<file path="src/rtl/typec_pkg.sv">
// Shared Type-C receive definitions: PID bytes, packet class codes, header nibbles, CRC-8 step.
package typec_pkg;

  localparam logic [7:0] SYNC_BYTE   = 8'h01;

  localparam logic [7:0] PID_ACK     = 8'h2D;
  localparam logic [7:0] PID_NAK     = 8'hA5;
  localparam logic [7:0] PID_STALL   = 8'hE1;
  localparam logic [7:0] PID_DLINK   = 8'h3C;
  localparam logic [7:0] PID_DEV     = 8'h1E;
  localparam logic [7:0] PID_DATA0   = 8'h96;
  localparam logic [7:0] PID_DATA1   = 8'h5A;

  localparam logic [3:0] BAG_INIT    = 4'h0;
  localparam logic [3:0] BAG_ACK     = 4'h1;
  localparam logic [3:0] BAG_NAK     = 4'h2;
  localparam logic [3:0] BAG_STALL   = 4'h3;
  localparam logic [3:0] BAG_DIDX    = 4'h5;
  localparam logic [3:0] BAG_DPARAM  = 4'h6;
  localparam logic [3:0] BAG_DDIDX   = 4'h7;
  localparam logic [3:0] BAG_DLINK   = 4'h8;
  localparam logic [3:0] BAG_DATA0   = 4'hD;
  localparam logic [3:0] BAG_DATA1   = 4'hE;
  localparam logic [3:0] BAG_ERROR   = 4'hF;

  localparam logic [3:0] HEAD_DIDX   = 4'h9;
  localparam logic [3:0] HEAD_DDIDX  = 4'h1;
  localparam logic [3:0] HEAD_DPARAM = 4'h5;

  localparam logic [7:0] CRC_POLY    = 8'h07;

  typedef enum logic [3:0] {
    ST_IDLE, ST_WAIT, ST_RPID, ST_LEN0, ST_LEN1, ST_BODY, ST_CRC, ST_DONE, ST_ERROR
  } rx_state_e;

  // One byte of MSB-first CRC-8, evaluated bit-serially.
  function automatic logic [7:0] crc8_byte(input logic [7:0] crc, input logic [7:0] din);
    logic [7:0] c;
    logic       fb;
    c = crc;
    for (int i = 7; i >= 0; i--) begin
      fb = c[7] ^ din[i];
      c  = {c[6:0], 1'b0};
      if (fb) c = c ^ CRC_POLY;
    end
    return c;
  endfunction

endpackage

</file>
<file path="src/rtl/typec_crc8.sv">
// Running CRC-8 accumulator; clr restarts, en folds in one byte.
module typec_crc8
  import typec_pkg::*;
(
  input  logic       clk,
  input  logic       rst,
  input  logic       clr,
  input  logic       en,
  input  logic [7:0] din,
  output logic [7:0] crc
);

  always_ff @(posedge clk or posedge rst) begin
    if (rst)      crc <= 8'h00;
    else if (clr) crc <= 8'h00;
    else if (en)  crc <= crc8_byte(crc, din);
  end

endmodule

</file>
<file path="src/rtl/typec_rx_frame.sv">
// Type-C receive framer: SYNC/PID/length/body/CRC parsing into a payload buffer.
// Optional inter-byte timeout enabled by defining TYPEC_RX_TIMEOUT_EN.
module typec_rx_frame
  import typec_pkg::*;
#(
  parameter int unsigned MAX_LEN = 64,
  parameter int unsigned TIMEOUT = 255
) (
  input  logic                       clk,
  input  logic                       rst,
  input  logic [7:0]                 rx_data,
  input  logic                       rx_valid,
  output logic                       fs,
  input  logic                       fd,
  output logic [3:0]                 btype,
  output logic [3:0]                 bdata,
  output logic [7:0]                 filter,
  output logic [15:0]                plen,
  input  logic [$clog2(MAX_LEN)-1:0] rd_addr,
  output logic [7:0]                 rd_data
);

  localparam int unsigned AW = $clog2(MAX_LEN);

  rx_state_e   state;
  logic [7:0]  pid;
  logic [7:0]  len_hi;
  logic [15:0] cnt;
  logic [3:0]  head;
  logic [7:0]  crc_val;
  logic [15:0] len_c;
  logic        sync_c;
  logic        crc_en_c;
  logic        wr_en_c;
  logic        to_hit_c;
  logic [3:0]  pass_btype_c;
  logic [7:0]  mem [MAX_LEN];

  assign len_c    = {len_hi, rx_data};
  assign sync_c   = rx_valid && (state == ST_WAIT) && (rx_data == SYNC_BYTE);
  assign crc_en_c = rx_valid && (state inside {ST_LEN0, ST_LEN1, ST_BODY});
  assign wr_en_c  = rx_valid && (state == ST_BODY);

  typec_crc8 u_crc (
    .clk (clk),
    .rst (rst),
    .clr (sync_c),
    .en  (crc_en_c),
    .din (rx_data),
    .crc (crc_val)
  );

`ifdef TYPEC_RX_TIMEOUT_EN
  logic [15:0] to_cnt;
  logic        in_frame_c;

  assign in_frame_c = state inside {ST_LEN0, ST_LEN1, ST_BODY, ST_CRC};
  assign to_hit_c   = in_frame_c && !rx_valid && (to_cnt == 16'(TIMEOUT - 1));

  // Idle-cycle counter, restarted by every byte inside the frame.
  always_ff @(posedge clk or posedge rst) begin
    if (rst)                         to_cnt <= 16'd0;
    else if (!in_frame_c || rx_valid) to_cnt <= 16'd0;
    else                             to_cnt <= to_cnt + 16'd1;
  end
`else
  logic unused_timeout;
  assign unused_timeout = ^16'(TIMEOUT);
  assign to_hit_c       = 1'b0;
`endif

  // Class reported when the CRC byte matches.
  always_comb begin
    pass_btype_c = BAG_ERROR;
    case (pid)
      PID_DATA0: pass_btype_c = BAG_DATA0;
      PID_DATA1: pass_btype_c = BAG_DATA1;
      PID_DEV: begin
        case (head)
          HEAD_DIDX:   pass_btype_c = BAG_DIDX;
          HEAD_DDIDX:  pass_btype_c = BAG_DDIDX;
          HEAD_DPARAM: pass_btype_c = BAG_DPARAM;
          default:     pass_btype_c = BAG_ERROR;
        endcase
      end
      default: pass_btype_c = BAG_ERROR;
    endcase
  end

  // Payload buffer: read-before-write, no reset on contents.
  always_ff @(posedge clk) begin
    if (wr_en_c) mem[cnt[AW-1:0]] <= rx_data;
  end

  always_ff @(posedge clk or posedge rst) begin
    if (rst) rd_data <= 8'h00;
    else     rd_data <= mem[rd_addr];
  end

  always_ff @(posedge clk or posedge rst) begin
    if (rst) begin
      state  <= ST_IDLE;
      btype  <= BAG_INIT;
      bdata  <= 4'h0;
      filter <= 8'h00;
      plen   <= 16'd0;
      fs     <= 1'b0;
      pid    <= 8'h00;
      len_hi <= 8'h00;
      cnt    <= 16'd0;
      head   <= 4'h0;
    end else begin
      case (state)
        ST_IDLE: state <= ST_WAIT;
        ST_WAIT: begin
          if (sync_c) begin
            state  <= ST_RPID;
            btype  <= BAG_INIT;
            bdata  <= 4'h0;
            filter <= 8'h00;
            plen   <= 16'd0;
            head   <= 4'h0;
            cnt    <= 16'd0;
          end
        end
        ST_RPID: begin
          if (rx_valid) begin
            case (rx_data)
              PID_ACK:   begin btype <= BAG_ACK;   state <= ST_DONE; fs <= 1'b1; end
              PID_NAK:   begin btype <= BAG_NAK;   state <= ST_DONE; fs <= 1'b1; end
              PID_STALL: begin btype <= BAG_STALL; state <= ST_DONE; fs <= 1'b1; end
              PID_DLINK: begin btype <= BAG_DLINK; state <= ST_DONE; fs <= 1'b1; end
              PID_DEV, PID_DATA0, PID_DATA1: begin
                pid   <= rx_data;
                state <= ST_LEN0;
              end
              default:   begin btype <= BAG_ERROR; state <= ST_DONE; fs <= 1'b1; end
            endcase
          end
        end
        ST_LEN0: begin
          if (to_hit_c) begin
            btype <= BAG_ERROR;
            state <= ST_ERROR;
          end else if (rx_valid) begin
            len_hi <= rx_data;
            state  <= ST_LEN1;
          end
        end
        ST_LEN1: begin
          if (to_hit_c) begin
            btype <= BAG_ERROR;
            state <= ST_ERROR;
          end else if (rx_valid) begin
            plen <= len_c;
            cnt  <= 16'd0;
            if (len_c == 16'd0) begin
              state <= ST_CRC;
            end else if (len_c > 16'(MAX_LEN)) begin
              btype <= BAG_ERROR;
              state <= ST_ERROR;
            end else begin
              state <= ST_BODY;
            end
          end
        end
        ST_BODY: begin
          if (to_hit_c) begin
            btype <= BAG_ERROR;
            state <= ST_ERROR;
          end else if (rx_valid) begin
            if (cnt == 16'd0) begin
              bdata <= rx_data[3:0];
              head  <= rx_data[7:4];
            end
            if (cnt == 16'd1) filter <= rx_data;
            cnt <= cnt + 16'd1;
            if (cnt == plen - 16'd1) state <= ST_CRC;
          end
        end
        ST_CRC: begin
          if (to_hit_c) begin
            btype <= BAG_ERROR;
            state <= ST_ERROR;
          end else if (rx_valid) begin
            if (rx_data == crc_val) begin
              btype <= pass_btype_c;
              state <= ST_DONE;
              fs    <= 1'b1;
            end else begin
              btype <= BAG_ERROR;
              state <= ST_ERROR;
            end
          end
        end
        ST_ERROR: begin
          btype <= BAG_ERROR;
          state <= ST_DONE;
          fs    <= 1'b1;
        end
        ST_DONE: begin
          // Late bytes are dropped here; only the acknowledge moves on.
          if (fd) begin
            fs    <= 1'b0;
            state <= ST_WAIT;
          end
        end
        default: state <= ST_IDLE;
      endcase
    end
  end

endmodule

</file>
<file path="config.mk">
export PLATFORM = sky130hd
export DESIGN_NAME = typec_rx_frame
export DESIGN_NICKNAME = d
export VERILOG_FILES = /design/src/rtl/typec_pkg.sv /design/src/rtl/typec_crc8.sv /design/src/rtl/typec_rx_frame.sv
export SDC_FILE = /design/constraint.sdc
export NUM_CORES = 1
export LEC_CHECK = 0
export CORE_UTILIZATION = 60
export CTS_BUF_LIST = sky130_fd_sc_hd__clkbuf_4 sky130_fd_sc_hd__clkbuf_8
export DETAILED_ROUTE_END_ITERATION = 8
export GPL_TIMING_DRIVEN = 0
export PLACE_DENSITY = 0.78
export SETUP_SLACK_MARGIN = 0.4
export SYNTH_ARGS = -nofsm -noshare
export SYNTH_HDL_FRONTEND = slang
export SYNTH_SLANG_ARGS = --single-unit
</file>
<file path="constraint.sdc">
create_clock -name clk -period 4 [get_ports clk]
set_input_delay 0.8 -clock clk [delete_from_list [all_inputs] [get_ports clk]]
set_output_delay 0.8 -clock clk [all_outputs]
set_load 0.01 [all_outputs]
</file>
==> out/results.txt <==
outcome: completed
Cell Area, Synth: 24,800 um^2
die height: 205 um
clock tree root buffer cell: clkbuf_8
RSZ-0062 raised after global routing: false
drt initial violations: 1,696
DR WL/cell: 26.3 um
Synth cell types: 71
min Tclk post-route: 3.34 ns
most used flip-flop cell after synthesis: edfxtp_1
DRC: 0
total CTS buffers: 92
Num Clock Sinks: 601
hold path cells: 1
DP HPWL: 36,400 um
first-pass GRT wire length: 84,700 um
via count: 13,500
Fillers: 2,564
Mapped Cells: 1,365
clock skew: 0.0409 ns
worst flop-to-flop path endpoint: mem[44][0]
register share of total power: 47.4%
Yosys reg bits: 601
vias in the first global route: 14,000
multi-input logic area: 6800 um^2
Pins Over Slew Limit: 0
Switch Pwr: 4.50 mW
Max Clk Rate: 0.299 GHz
CTS tree: done
power density cells: 563 nW/um^2
switch share: 28.6%
Final Setup Violations: 0
initial antenna violation count: 0
HP Class: reg -> reg
Crit Path Category: in -> reg
sequential share of the synthesized area: 70.9%
core area: 40,800 um^2
Hold Crit Start: pid[4]
internal power: 11.2 mW
R2R Setup Slk: 0.82 ns
Lkg Pwr: 9.40 nW
Worst setup EP type: flop
Worst-Margin Slew: 1.14 ns
Die W: 205 um
FFs w/ async S/R, synth: 14.8%
endpoints failing hold: 0
cell row count: 74
maximum vdd drop: 0.580 mV
Min Hold Slack: 0.464 ns
Antenna Nets Post-Route: 0
IO Pins: 59
All-Layer GR Usage: 27.9%
normalized max-slew margin: 24.0%
Tot Pwr: 15.7 mW
routed wire length: 55,800 um
die area: 42,200 um^2
setup_tns: 0 ns
Reg clk slew, reported paths: 0.06 ns
Max clock buf depth: 3
router iterations before antenna repair: 5
logic gate share of total power: 21.5%
fin nets: 1,547
Crit Reg-Reg Startpoint: cnt[2]
crit start category: input pin
yosys warns: 0
Max Cap Viol: 0
Post-synth EDFFs: 512
Initial Util: 60.8%
worst-path maximum fanout: 33
Area growth syn-to-layout: 12.5%
share of post-route cells with drive strength above 1: 24.8%
depth of the CTS H-tree: 3
PortBufs: 55
grt total ovfl: 0
largest net degree at the start of global routing: 67
Vias/cell: 6.38
Critical Path AT: 3.87 ns
Clk pwr share: 31.1%
Avg Inst Size Synth: 18.2 um^2
syn nets: 1,390
routability cong.: 0.909
Tcrit/Tclk final: 83.5%
Worst Hold End: pid[4]
n_diodes: 0
R2R cell count: 4
Worst-Skew Late Latency: 0.67 ns
Crit path required time: 4.53 ns
Seq. cell area: 17,600 um^2
[cell type report]
cell class | instances | share of cell area (%)
Buffer | 75 | 1.26
Clock buffer | 121 | 5.36
Clock inverter | 44 | 0.923
Inverter | 20 | 0.278
Multi-Input combinational cell | 669 | 24.3
Sequential cell | 601 | 63.0
Tap cell | 532 | 2.38
Timing Repair Buffer | 63 | 2.44
[how the worst max path moves through the flow]
stage	cells after the start	slack, ns	endpoint	from
finish	11	0.66	btype[3]	rx_data[4]
global route	11	0.46	btype[3]	rx_data[6]
CTS	11	0.53	btype[3]	rx_data[4]
detailed placement	11	-0.16	btype[3]	rx_data[4]
global placement	10	-1.51	btype[3]	rx_data[4]
floorplan	1	0.89	bdata[0]	rst
[state kept, by name, indices dropped and copies added (netlist names)]
name / flops
mem: 512
cnt: 16
plen: 16
filter: 8
len_hi: 8
pid: 8
rd_data: 8
u_crc.crc: 8
bdata: 4
btype: 4
head: 4
state: 4
fs: 1
[cells in the mapped netlist, types with 4 or more instances]
cell type	count	area share (%)
edfxtp_1	512	62
mux4_2	160	15
nor2_1	100	1.5
dfrtp_1	89	9.0
nand2_1	70	1.1
o21ai_0	34	0.69
clkbuf_1	33	0.50
mux2_2	30	1.4
xnor2_1	30	1.1
nand3_1	27	0.54
xor2_1	22	0.78
buf_2	21	0.42
inv_1	20	0.30
a22oi_1	16	0.48
nor2b_1	14	0.35
a21oi_1	13	0.26
and2_1	12	0.30
buf_1	11	0.17
and3_1	10	0.25
nor4_1	9	0.23
buf_4	8	0.24
nand2b_1	8	0.20
nand4_1	8	0.20
ha_1	7	0.35
nor3_1	7	0.14
or3_1	7	0.18
o211ai_1	6	0.18
a31oi_1	5	0.13
nor4bb_1	5	0.20
o31ai_1	5	0.15
mux2i_1	4	0.16
nor3b_1	4	0.12
or4_1	4	0.12
[placed cells by master, fill, tap and decap left out, types with 12 or more instances in the layout]
cell type | Yosys | layout
nand3_1 | 27 | 27
a21oi_1 | 13 | 13
mux2_2 | 30 | 30
clkdlybuf4s50_1 | 0 | 47
inv_1 | 20 | 19
mux4_2 | 160 | 160
clkinv_1 | 0 | 23
nand2_1 | 70 | 70
xor2_1 | 22 | 22
clkinv_2 | 0 | 13
clkbuf_8 | 0 | 94
clkbuf_1 | 33 | 33
nor2_1 | 100 | 100
clkbuf_4 | 0 | 28
nor2b_1 | 14 | 14
buf_2 | 21 | 28
xnor2_1 | 30 | 30
a22oi_1 | 16 | 16
dfrtp_1 | 89 | 89
edfxtp_1 | 512 | 512
o21ai_0 | 34 | 34
and2_1 | 12 | 12
[kinds of logic (layout without fill, tap and decap cells)]
| family | after synthesis | in the layout | share of synthesized area, % |
|---|---|---|---|
| flops | 601 | 601 | 70.9 |
| simple gates | 304 | 304 | 6.12 |
| mux | 195 | 195 | 16.1 |
| compound gates | 110 | 110 | 2.93 |
| buf+inv | 95 | 323 | 1.72 |
| xor+xnor | 53 | 53 | 1.90 |
| fa+ha+maj | 7 | 7 | 0.353 |
[worst max-delay path: stages]
cell and delay [ns]:
clkbuf_4 0.38, buf_12 0.25, clkbuf_1 0.49, xnor2_1 0.24, ha_1 0.19, and3_1 0.19, nand3_1 0.19, or4_1 0.55
o21ai_1 0.17, nand3_1 0.09, mux2_1 0.29
[metal layers]
metal	routed length, um	GRT usage, %	vias up
met5	0	0	-
met4	1370	9.07	0
met3	5240	5.94	98
met2	27500	44.9	696
met1	21700	38.3	6986
li1	-	-	5767
[timing repair]
item,in CTS,in global routing
hold buffers,0,0
buffers inserted,0,0
endpoints found under the setup margin,0,2
endpoints found under the hold margin,0,0
gates resized for setup,0,1
[stage by stage]
| step | std cells | utilization, % | area, um^2 | setup WS [ns] |
|---|---|---|---|---|
| after CTS | 2125 | 68.4 | 27900 | 0.534 |
| final | 2125 | 68.4 | 27900 | 0.659 |
| after floorplan | 1365 | - | 24800 | 0.893 |
| after global routing | 2125 | 68.4 | 27900 | 0.458 |
| after detailed placement | 1960 | 64.1 | 26200 | -0.158 |
| after global placement | 1952 | 63.8 | 26000 | -1.51 |
[power by group through the flow]
stage                     clock network (mW)  registers, mW  logic (mW)
after global routing                    5.20           7.49        3.69
final                                   4.90           7.45        3.37
after CTS                               4.95           7.45        3.36
after global placement                     0           7.58        3.24
after floorplan                            0           7.56        2.19
after detailed placement                   0           7.57        3.34
No activity file was read; power rests on OpenSTA's default activity.
